--- src/rtl/logic_seq_pkg.sv ---
// rtl/logic_seq_pkg.sv - shared opcodes, FSM state encoding and data width for logic_seq
package logic_seq_pkg;

    localparam int DATA_W = 8;

    localparam logic [2:0] OP_AND   = 3'b000;
    localparam logic [2:0] OP_XOR   = 3'b001;
    localparam logic [2:0] OP_NAND  = 3'b010;
    localparam logic [2:0] OP_OR    = 3'b011;
    localparam logic [2:0] OP_NOT_A = 3'b100;
    localparam logic [2:0] OP_NOT_B = 3'b101;
    localparam logic [2:0] OP_NOR   = 3'b110;
    localparam logic [2:0] OP_XNOR  = 3'b111;

    typedef logic [1:0] state_t;

    localparam state_t IDLE = 2'd0;
    localparam state_t EXEC = 2'd1;
    localparam state_t DONE = 2'd2;

endpackage

--- src/rtl/logic_seq_bitwise.sv ---
// rtl/logic_seq_bitwise.sv - 8-bit bitwise logic unit, purely combinational
module bitwise
    import logic_seq_pkg::*;
(
    input  logic [2:0]        op_i,
    input  logic [DATA_W-1:0] a_i,
    input  logic [DATA_W-1:0] b_i,
    output logic [DATA_W-1:0] y_o
);

    always_comb begin
        y_o = '0;
        case (op_i)
            OP_AND:   y_o = a_i & b_i;
            OP_XOR:   y_o = a_i ^ b_i;
            OP_NAND:  y_o = ~(a_i & b_i);
            OP_OR:    y_o = a_i | b_i;
            OP_NOT_A: y_o = ~a_i;
            OP_NOT_B: y_o = ~b_i;
            OP_NOR:   y_o = ~(a_i | b_i);
            OP_XNOR:  y_o = ~(a_i ^ b_i);
            default:  y_o = '0;
        endcase
    end

endmodule

--- src/rtl/logic_seq.sv ---
// rtl/logic_seq.sv - command/result sequencer around the bitwise unit; LOGIC_SEQ_CHAIN_EN adds cmd_chain and an accumulator
module logic_seq
    import logic_seq_pkg::*;
(
    input  logic              clk,
    input  logic              rst_n,
    input  logic              cmd_valid,
    output logic              cmd_ready,
    input  logic [2:0]        cmd_op,
    input  logic [DATA_W-1:0] cmd_a,
    input  logic [DATA_W-1:0] cmd_b,
`ifdef LOGIC_SEQ_CHAIN_EN
    input  logic              cmd_chain,
`endif
    output logic              res_valid,
    input  logic              res_ready,
    output logic [DATA_W-1:0] res_data,
    output logic              res_zero,
    output logic              res_parity,
    output logic [2:0]        res_op,
    output logic [15:0]       ops_done
);

    state_t            state_q, state_d;
    logic [2:0]        op_q, op_d;
    logic [DATA_W-1:0] a_q, a_d;
    logic [DATA_W-1:0] b_q, b_d;
    logic [DATA_W-1:0] res_data_q, res_data_d;
    logic              res_zero_q, res_zero_d;
    logic              res_parity_q, res_parity_d;
    logic [2:0]        res_op_q, res_op_d;
    logic [15:0]       ops_done_q, ops_done_d;
    logic [DATA_W-1:0] alu_y;
    logic [DATA_W-1:0] a_sel;

`ifdef LOGIC_SEQ_CHAIN_EN
    logic [DATA_W-1:0] acc_q, acc_d;
    assign a_sel = cmd_chain ? acc_q : cmd_a;
`else
    assign a_sel = cmd_a;
`endif

    bitwise u_bitwise (
        .op_i (op_q),
        .a_i  (a_q),
        .b_i  (b_q),
        .y_o  (alu_y)
    );

    always_comb begin
        state_d      = state_q;
        op_d         = op_q;
        a_d          = a_q;
        b_d          = b_q;
        res_data_d   = res_data_q;
        res_zero_d   = res_zero_q;
        res_parity_d = res_parity_q;
        res_op_d     = res_op_q;
        ops_done_d   = ops_done_q;
`ifdef LOGIC_SEQ_CHAIN_EN
        acc_d        = acc_q;
`endif
        case (state_q)
            IDLE: begin
                if (cmd_valid) begin
                    op_d    = cmd_op;
                    a_d     = a_sel;
                    b_d     = cmd_b;
                    state_d = EXEC;
                end
            end
            EXEC: begin
                res_data_d   = alu_y;
                res_zero_d   = ~|alu_y;
                res_parity_d = ^alu_y;
                res_op_d     = op_q;
`ifdef LOGIC_SEQ_CHAIN_EN
                acc_d        = alu_y;
`endif
                state_d      = DONE;
            end
            DONE: begin
                // Counter wraps naturally; no saturation.
                if (res_ready) begin
                    ops_done_d = ops_done_q + 16'd1;
                    state_d    = IDLE;
                end
            end
            default: state_d = IDLE;
        endcase
    end

    always_ff @(posedge clk) begin
        if (!rst_n) begin
            state_q      <= IDLE;
            op_q         <= '0;
            a_q          <= '0;
            b_q          <= '0;
            res_data_q   <= '0;
            res_zero_q   <= 1'b1;
            res_parity_q <= 1'b0;
            res_op_q     <= '0;
            ops_done_q   <= '0;
`ifdef LOGIC_SEQ_CHAIN_EN
            acc_q        <= '0;
`endif
        end else begin
            state_q      <= state_d;
            op_q         <= op_d;
            a_q          <= a_d;
            b_q          <= b_d;
            res_data_q   <= res_data_d;
            res_zero_q   <= res_zero_d;
            res_parity_q <= res_parity_d;
            res_op_q     <= res_op_d;
            ops_done_q   <= ops_done_d;
`ifdef LOGIC_SEQ_CHAIN_EN
            acc_q        <= acc_d;
`endif
        end
    end

    assign cmd_ready  = (state_q == IDLE);
    assign res_valid  = (state_q == DONE);
    assign res_data   = res_data_q;
    assign res_zero   = res_zero_q;
    assign res_parity = res_parity_q;
    assign res_op     = res_op_q;
    assign ops_done   = ops_done_q;

endmodule

--- config.mk ---
export PLATFORM = sky130hd
export DESIGN_NAME = logic_seq
export DESIGN_NICKNAME = d
export VERILOG_FILES = /design/src/rtl/logic_seq_pkg.sv /design/src/rtl/logic_seq_bitwise.sv /design/src/rtl/logic_seq.sv
export SDC_FILE = /design/constraint.sdc
export NUM_CORES = 1
export LEC_CHECK = 0
export ABC_AREA = 1
export CAP_MARGIN = 20
export CORE_AREA = 2 2 82 84
export CTS_CLUSTER_SIZE = 14
export DETAILED_ROUTE_END_ITERATION = 8
export DIE_AREA = 0 0 84 86
export PLACE_DENSITY = 0.76
export SLEW_MARGIN = 15
export SYNTH_ARGS = -nofsm -noshare
export SYNTH_HDL_FRONTEND = slang
export SYNTH_SLANG_ARGS = --single-unit
--- constraint.sdc ---
create_clock -name clk -period 4.1 [get_ports clk]
set_input_delay 0.41 -clock clk [delete_from_list [all_inputs] [get_ports clk]]
set_output_delay 0.41 -clock clk [all_outputs]
set_load 0.01 [all_outputs]
==> summary.txt <==
Finish
  – Layout cell share with drive strength beyond 1: 6.13%
  – Finished Core Util: 59.5%
  – Fill count: 610
  – Syn-to-layout area delta: 21.3%
  – Net count, final: 549
  – Antenna Cells: 0

GRT
  – Global-route wire length before repair: 12.4 mm
  – GRT overflow: 0
  – Largest net degree at the start of global routing: 40
  – Initial antenna violation count: 0
  – Total Routing Usage GR: 20.9%
  – Vias in the first global route: 2696

Synthesis
  – Synthesis Warnings: 0
  – Seq cells post-synth: 50
  – Synth Net Count: 502
  – Syn avg cell area: 6.72 µm²
  – Post-synthesis sequential area ratio: 32.5%
  – Cell area after synthesis: 0.00308 mm²
  – Synth Instances: 458
  – Synth cell types: 28

Detailed routing
  – Antenna Nets Post-Route: 0
  – Via count: 2960
  – Vias per cell: 5.08
  – 1st-iter DRT viols: 151
  – DRC errors left: 0
  – WL final: 7.25 mm
  – First drt pass iteration count: 5
  – Routed WL per cell: 12.4 µm

Outcome
  – Status: finished, final reports clean

Floorplanning
  – Initial core utilization: 49.1%
  – Core area: 0.00628 mm²
  – Rows: 29
  – Die span in y: 86 µm
  – Die X: 84 µm
  – DIE AREA: 0.00722 mm²
  – I/O pins: 54

Hold path
  – Hold WC Path Type: flip-flop to flip-flop

Timing
  – Worst-Margin Slew: 694 ps
  – Slew Viols, Final: 0
  – Worst clock skew: 10.3 ps
  – # setup viols final: 0
  – Final count of hold timing violations: 0
  – Setup tns final: 0 ps
  – Max Clk Rate: 389 MHz
  – Unrepaired setup endpoints after global routing: false
  – Slew HR: 53.7%
  – Final worst slack: 1530 ps
  – Min cycle time layout: 2570 ps
  – Final period util: 62.7%

Clock tree
  – Clock root cell: clkbuf_8
  – Reg clk slew, reported paths: 90 ps
  – Hold buffers post-CTS: 0
  – Worst-Skew Late Latency: 300 ps
  – H-tree levels: 2
  – PostCTS Resize Cnt: 0
  – CTS Buf Count: 5
  – Sink Count: 50
  – Max clock buf depth: 2
  – CTS tree: yes
  – Postcts setup bufs: 0

Pwr
  – Leak: 1.61 nW
  – Pwr Total: 1.15 mW
  – Cell area power density: 307 mW/mm²
  – Peak supply drop: 0.168 mV

Job
  – # Max-Cap Violations: 0

Setup path
  – WP data arrival: 2770 ps
  – Critical Path RT: 4300 ps
  – Startpoint Class: flip-flop
  – Crit-path max FO: 16
  – Crit end category: flip-flop
  – WS Path Type: flip-flop to flip-flop

Placement
  – HPWL Detailed: 5.40 mm
  – Port Buffers: 53
  – Final GP Congestion: 0.901
  – Post-placement setup slack: 1560 ps
## final timing paths
| kind | from | end | slack (ps) | depth (start not counted) |
|---|---|---|---|---|
| worst max-delay path | op_q[0]$_SDFFE_PN0P_ | res_parity$_SDFFE_PN0N_ | 1530 | 9 |
| worst max register to register | op_q[0]$_SDFFE_PN0P_ | res_parity$_SDFFE_PN0N_ | 1530 | 9 |
| worst min register to register | res_zero$_SDFFE_PN1N_ | res_zero$_SDFFE_PN1N_ | 480 | 2 |
| worst min-delay path | res_zero$_SDFFE_PN1N_ | res_zero$_SDFFE_PN1N_ | 480 | 2 |
## worst max-delay path: stages, from the launching register on
cell and delay (ps):
dfxtp_1 780, nand3_1 380, o21ai_0 300, nor2_1 100
and3_1 150, ha_1 300, xnor2_1 190, xnor2_1 90
o21ai_0 140, inv_1 50
## cell usage after synthesis, drive strengths merged
library cell	count	area, µm²
buf	10	67.6
clkinv	1	3.75
nand3	18	103
and3	9	56.3
nand4	20	125
ha	21	263
a21oi	37	189
nor2	71	328
dfxtp	50	1000
nand2	96	378
xor2	2	17.5
xnor2	2	17.5
inv	72	270
nor3	5	47.5
o21ai	38	190
clkbuf	6	22.5
## stage by stage
stage          hold slack [ps]  cells  cell area [µm²]
2_1_floorplan              461    458             3080
5_1_grt                    526    583             3740
3_3_place_gp               463    575             3640
3_5_place_dp               468    575             3640
6_report                   484    583             3740
4_1_cts                    490    583             3730
## cell families (layout without fill, tap and decap cells)
kind of cell	after synthesis	in the layout	synth area share [%]
compound gates	75	75	12.3
xor+xnor	4	4	1.14
fa+ha+maj	21	21	8.53
buf+inv	89	137	11.8
flops	50	50	32.5
simple gates	219	219	33.7
## layout make-up
class | instances | area [µm²] | area share, %
multi-input cells | 319 | 1720 | 45.9
flip-flops and latches | 50 | 1000 | 26.8
repair buffers | 56 | 553 | 14.8
inverters | 73 | 274 | 7.33
well taps | 77 | 96.3 | 2.58
clock buffers | 6 | 82.6 | 2.21
clock inverters | 2 | 12.5 | 0.335
## cells in the final DEF, fill, tap and decap left out, types with 9 or more instances in the layout
cell type,count
nand4_1,20
and3_1,9
a21oi_1,36
nor2_1,62
ha_1,21
nand3_1,17
nand2_1,90
clkdlybuf4s50_1,53
inv_1,71
dfxtp_1,50
o21ai_0,37
## metal layers
layer | track usage, % | share of wire, %
met1 | 27.0 | 46
met2 | 36.5 | 48
met3 | 3.56 | 5.8
met4 | 5.13 | 0.92
met5 | 0 | 0
## power by group
part / total [mW] / switching [mW] / internal [mW]
Sequential: 0.544 / 0.0300 / 0.514
Clock: 0.300 / 0.164 / 0.136
Combinational: 0.304 / 0.168 / 0.136
## flip-flops by register name, indices dropped and copies added (netlist names)
signal,flops
state_q,2
res_data,8
res_parity,1
a_q,8
res_op,3
res_zero,1
b_q,8
ops_done,16
op_q,3
(Power assumes the default switching activity.)
